===== src/rtl/instr_fetch.sv =====
// instr_fetch: fetch stage ahead of the Control unit.
// Owns the PC, issues word reads to instruction memory, latches the returned
// word into the IR and slices it into the fields used by Control, the
// register file and the ALU source mux. Copes with variable-latency memory,
// downstream stall and branch/jump redirect (in-flight data is discarded).
// Optional feature: define FETCH_COUNT_EN to add a saturating 32-bit count
// of instructions latched into the IR (output fetch_count).
module instr_fetch #(
  parameter int                ADDR_W   = 16,
  parameter int                INSTR_W  = 16,
  parameter logic [ADDR_W-1:0] RESET_PC = '0
) (
  input  logic               CLK,
  input  logic               reset,
  output logic               imem_req,
  output logic [ADDR_W-1:0]  imem_addr,
  input  logic [INSTR_W-1:0] imem_rdata,
  input  logic               imem_valid,
  input  logic               stall,
  input  logic               branch_taken,
  input  logic [ADDR_W-1:0]  branch_target,
  output logic               valid_out,
  output logic [ADDR_W-1:0]  pc_out,
  output logic [INSTR_W-1:0] instr,
  output logic [2:0]         opcode,
  output logic [2:0]         rd,
  output logic [2:0]         rs,
  output logic [2:0]         rt,
  output logic [3:0]         func,
`ifdef FETCH_COUNT_EN
  output logic [31:0]        fetch_count,
`endif
  output logic [15:0]        imm
);

  typedef enum logic [1:0] {
    FETCH = 2'd0,
    WAIT  = 2'd1,
    HOLD  = 2'd2
  } state_t;

  state_t              state, state_d;
  logic [ADDR_W-1:0]   pc, pc_d;
  logic [ADDR_W-1:0]   pc_out_q, pc_out_d;
  logic [INSTR_W-1:0]  ir, ir_d;
  logic                valid_q, valid_d;
  logic                drop, drop_d;
  logic                latch;

  // Next-state, request and register-update logic; redirect outranks stall and memory data
  always_comb begin
    state_d  = state;
    pc_d     = pc;
    pc_out_d = pc_out_q;
    ir_d     = ir;
    valid_d  = valid_q;
    drop_d   = drop;
    latch    = 1'b0;
    imem_req = 1'b0;
    case (state)
      FETCH: begin
        imem_req = !branch_taken;
        state_d  = WAIT;
        if (branch_taken) begin
          pc_d    = branch_target;
          valid_d = 1'b0;
        end
      end
      WAIT: begin
        imem_req = 1'b1;
        if (branch_taken) begin
          pc_d    = branch_target;
          valid_d = 1'b0;
          if (imem_valid) begin
            drop_d  = 1'b0;
            state_d = FETCH;
          end else begin
            drop_d  = 1'b1;
          end
        end else if (imem_valid) begin
          if (drop) begin
            drop_d  = 1'b0;
            state_d = FETCH;
          end else begin
            latch    = 1'b1;
            ir_d     = imem_rdata;
            pc_out_d = pc;
            pc_d     = pc + 1'b1;
            valid_d  = 1'b1;
            state_d  = HOLD;
          end
        end
      end
      HOLD: begin
        if (branch_taken) begin
          pc_d    = branch_target;
          valid_d = 1'b0;
          state_d = FETCH;
        end else if (valid_q && !stall) begin
          valid_d = 1'b0;
          state_d = FETCH;
        end
      end
      default: begin
        state_d = FETCH;
      end
    endcase
    if (reset) begin
      imem_req = 1'b0;
    end
  end

  // State and datapath registers with synchronous reset
  always_ff @(posedge CLK) begin
    if (reset) begin
      state    <= FETCH;
      pc       <= RESET_PC;
      pc_out_q <= '0;
      ir       <= '0;
      valid_q  <= 1'b0;
      drop     <= 1'b0;
    end else begin
      state    <= state_d;
      pc       <= pc_d;
      pc_out_q <= pc_out_d;
      ir       <= ir_d;
      valid_q  <= valid_d;
      drop     <= drop_d;
    end
  end

`ifdef FETCH_COUNT_EN
  logic [31:0] count_q;

  // Saturating count of instructions actually latched into the IR
  always_ff @(posedge CLK) begin
    if (reset) begin
      count_q <= '0;
    end else if (latch && (count_q != 32'hFFFF_FFFF)) begin
      count_q <= count_q + 32'd1;
    end
  end

  assign fetch_count = count_q;
`endif

  assign imem_addr = pc;
  assign valid_out = valid_q;
  assign pc_out    = pc_out_q;
  assign instr     = ir;
  assign opcode    = ir[15:13];
  assign rd        = ir[12:10];
  assign rs        = ir[9:7];
  assign rt        = ir[6:4];
  assign func      = ir[3:0];
  assign imm       = {{9{ir[6]}}, ir[6:0]};

endmodule


===== config.mk =====
export PLATFORM = sky130hd
export DESIGN_NAME = instr_fetch
export DESIGN_NICKNAME = d
export VERILOG_FILES = /design/src/rtl/instr_fetch.sv
export SDC_FILE = /design/constraint.sdc
export NUM_CORES = 1
export LEC_CHECK = 0
export CORE_MARGIN = 2
export CORE_UTILIZATION = 45
export CTS_CLUSTER_DIAMETER = 60
export DETAILED_ROUTE_END_ITERATION = 8
export GPL_TIMING_DRIVEN = 0
export HOLD_SLACK_MARGIN = 0.02
export PLACE_DENSITY = 0.94
export SYNTH_ARGS = -nofsm -noshare
export SYNTH_HDL_FRONTEND = slang
export SYNTH_SLANG_ARGS = --single-unit

===== constraint.sdc =====
create_clock -name CLK -period 3.7 [get_ports CLK]
set_input_delay 0.74 -clock CLK [delete_from_list [all_inputs] [get_ports CLK]]
set_output_delay 0.74 -clock CLK [all_outputs]
set_load 0.005 [all_outputs]

==> Word-level counts from Yosys, hierarchy flattened <==
Cells that the tools add are included.
{ "totals": {"regBits": 52, "input_bits": 37, "out_inout_bits": 82, "elab_cells": 54} }
{ "op_classes": {"n_addsub": 1, "n_eq_ne": 8, "mux": 24, "bitwise": 2, "reduce_logical": 13} }
{ "ops": {"columns": ["operator", "n"], "rows": [
  ["$mux 16", 4],
  ["$pmux 16 s2", 1],
  ["$add 16x1->16 const B", 1],
  ["$mux 2", 6],
  ["$mux 1", 10],
  ["$ne 3x3->1 const B", 3],
  ["$reduce_and 4->1", 2],
  ["$pmux 2 s3", 1],
  ["$reduce_and 5->1", 1],
  ["$ne 2x2->1 const B", 2],
  ["$reduce_and 2->1", 2],
  ["$reduce_bool 2->1", 2],
  ["$pmux 1 s3", 1],
  ["$reduce_bool 3->1", 1],
  ["$eq 2x1->1 const B", 1],
  ["$eq 2x2->1 const B", 1],
  ["$logic_not 1->1", 2],
  ["$logic_not 2->1", 1],
  ["$ne 2x1->1 const B", 1],
  ["$not 1->1", 2],
  ["$pmux 1 s2", 1],
  ["$reduce_or 2->1", 1],
  ["$logic_and 1x1->1", 1]
]} }

==> Longest topological paths before layout <==
{ "depth": {"word_depth": 5, "depth_mapped": 7, "ltp_nobuf": 5} }

==> Least setup slack after synthesis <==
No wires, ideal clock.
{ "synth_path": {"kind": "input to output", "from": "in reset", "to": "out imem_req", "arrival_ns": 1.268, "required_time_ns": 2.960, "setup_slack_ns": 1.692, "stages": 3, "n_path_buf": 2, "cell_sequence": "clkbuf_8 > clkbuf_1 > nor3_1"} }
{ "synth_between": {"elab_chain_cells": 1} }
{ "synth_rtl": {"columns": ["element", "line_no", "text"], "rows": [
  ["start: declaration", "14", "input logic reset,"],
  ["$mux 1", "108", "if (reset) begin"],
  ["end: declaration", "15", "output logic imem_req,"]
]} }
No other way between the ends.

==> Worst setup path after layout <==
{ "layout_path": {"from": "in branch_taken", "to": "out imem_req"} }
{ "layout_between": {"elab_chain_cells": 3} }
{ "layout_rtl": {"columns": ["element", "line_no", "text"], "rows": [
  ["start: declaration", "20", "input logic branch_taken,"],
  ["$logic_not 1->1", "62", "imem_req = !branch_taken;"],
  ["$pmux 1 s2", "60", "case (state)"],
  ["$mux 1", "108", null]
]} }
No other way between the ends.

==> impl_results.md <==
* Status: complete, no violations
* Largest net degree at the start of global routing at 18
* TNS Setup at 0 ns
* Final Power at ~1.3 mW
* Number of global-route vias before repair at 2726
* P_leak at 1.475 nW
* Slew Limit Headroom at 58.97%
* CORE AREA at 5851 um^2
* Final min period at between 2 and 3 ns
* Finished Layout Cells at 535
* EDFF count, synth at 0
* Ys Warns at 0
* Synthesized area at roughly 2700 um^2
* # port buffers at 117
* Unique masters post-synth at 55
* Async S/R FF share, synth at 0%
* Slew @ Worst Pin at 0.6107 ns
* Vias at 2948
* Initial antenna violation count at 0
* CP endpoint kind: output pin
* Deepest clock path buffer count at 2
* Post-cts resize count at 0
* Final net count at 497
* CTS tree: yes
* Syn-to-layout area delta at 51.42%
* Hpwl dp at 6110 um
* Max H-tree Level at 2
* Routed vias/inst at 5.510
* First-pass GRT wire length at 12750 um
* Row count at 28
* FMAX at ~340 MHz
* Maximum VDD drop at 220.8 uV
* Post-Syn Area per Cell at between 8 and 9 um^2
* Max Transition Viols Final at 0
* Gr ovfl total at 0
* # IOs at between 100 and 150
* HP Class: flop to flop
* Syn_nets at roughly 370
* Die Area at between 6000 and 7000 um^2
* DRC Markers at 0
* Synth Instances at ~340
* DRT Wirelength at about 8400 um
* Final hold violations at 0
* Reg clk slew, reported paths at 0.10 ns
* Worst Path Max Fanout at 7
* Clock share of power at 32.3%
* Total GRT Usage at 24.95%
* DRT Pass-1 Iters at 5
* Placer Congestion at 0.9274
* Critical Path RT at around 3.0 ns
* Seq/Total Area, Yosys at between 30% and 40%
* Switch Pwr at 348.1 uW
* Most common cell after layout, fill and taps aside: clkdlybuf4s50_1
* WP data arrival at ~2.2 ns
* Die Y at 81.23 um
* Internal power at 932.4 uW
* RSZ-0062 raised after global routing: no
* Commonest cells after routing, fill and taps aside: 117 x clkdlybuf4s50_1, 74 x nand2_1, 52 x dfxtp_1, 45 x a21oi_1, 32 x buf_4
* Switching power share of the total at 27.19%
* Starting density of the core at 45.87%
* Startpoint Class: input pin
* Predominant post-synthesis flop cell: dfxtp_1
* Final period utilization at 78.67%
* Final setup vio count at 0
* ANT nets after route at 0
* Maxcap violations at 0
* Part of the power in combinational logic at about a fifth
* Critical path class: input pin to output pin
* # hold bufs at CTS at 0
* CTS Root Buffer Type: clkbuf_8
* Power Dens Cells at about 320 nW/um^2
* Clock Latency Late Sink at 0.32 ns
* Post-CTS Setup Bufs at 0
* Number of antenna diodes at 0
* Total CTS buffers at 5
* Sequential power share at about 48%
* CTS Sinks at between 50 and 60
* Layout cells sized above 1 at 13.26%
* Synth Register Bits at 52
* Skew final at 0.009413 ns
* Wirelength per Cell at 15.65 um
* Final core utilization at 69.46%
* Die width at about 80 um
* Placed Cells at roughly 530
* Iter 0 DRT Violations at roughly 180
[metrics by stage]
| step | hold WS, ns | worst slack (ns) | cell area, um^2 |
|---|---|---|---|
| 6_report | 0.4620 | 0.7893 | 4064 |
| 5_1_grt | 0.4933 | 0.7096 | 4064 |
| 4_1_cts | 0.4631 | 0.7855 | 4064 |
| 3_5_place_dp | 0.4487 | 0.7936 | 3949 |
| 3_3_place_gp | 0.4418 | 0.7861 | 3949 |
| 2_1_floorplan | 0.4527 | 1.692 | 2684 |
[area by class of cell]
cell class | count | area [um^2]
repair buffers | 117 | 1171
clock inverters | 3 | 46.29
flip-flops and latches | 52 | 1041
fillers | 464 | 1787
inverters | 3 | 11.26
multi-input cells | 224 | 1231
clock buffers | 5 | 68.82
well taps | 75 | 93.84
plain buffers | 56 | 400.4
[synth_stat cells (5+ instances only)]
library cell  number  area share, %
nand2_1           74             10
dfxtp_1           52             39
a21oi_1           45            8.4
buf_4             32            9.0
clkbuf_1          14            2.0
nand3_1            9            1.7
a31oi_1            7            1.6
nor2_1             6           0.84
o21ai_1            6            1.1
a32oi_1            5            1.6
and2_1             5            1.2
nor2b_1            5            1.2
nor3_1             5           0.93
o21ai_0            5           0.93
[routing by layer]
metal,wire (um),global-route usage [%],up-vias
met5,0,0,-
li1,-,-,1387
met1,3346,28.58,1376
met2,4020,45.37,172
met3,878,5.667,13
met4,127,8.644,0
[path summary, 6_finish.rpt]
kind / start / endpoint / slack (ns) / depth (start not counted)
worst max-delay path: branch_taken / imem_req / 0.79 / 4
worst max register to register: state[0] / pc_out[10] / 1.71 / 6
worst min register to register: pc_out[1] / pc_out[1] / 0.46 / 2
worst min-delay path: pc_out[1] / pc_out[1] / 0.46 / 2
[worst max-delay path, stage by stage]
cell and delay [ns]:
clkdlybuf4s50_1 0.56, nor2b_1 0.22, nor3_1 0.13, clkdlybuf4s50_1 0.52
[power groups by stage]
stage	Sequential, mW	Clock (mW)	Combinational (mW)
4_1_cts	0.617	0.417	0.247
5_1_grt	0.622	0.437	0.268
3_5_place_dp	0.630	0	0.245
3_3_place_gp	0.629	0	0.239
2_1_floorplan	0.623	0	0.113
6_report	0.619	0.414	0.248
[logic make-up after synthesis]
kind of cell | after synthesis | synth area share [%]
muxes | 1 | 0.4196
AOI/OAI and AO/OA | 88 | 19.91
buffers and inverters | 59 | 15.34
and+or+nand+nor | 134 | 25.08
DFF | 52 | 38.79
adders and majority gates | 1 | 0.4661
[registers in the layout, summed over array words and instances, names as in the netlist]
register / count
imem_addr: 16
state: 2
valid_out: 1
instr: 16
drop: 1
pc_out: 16
(Power assumes the default switching activity.)
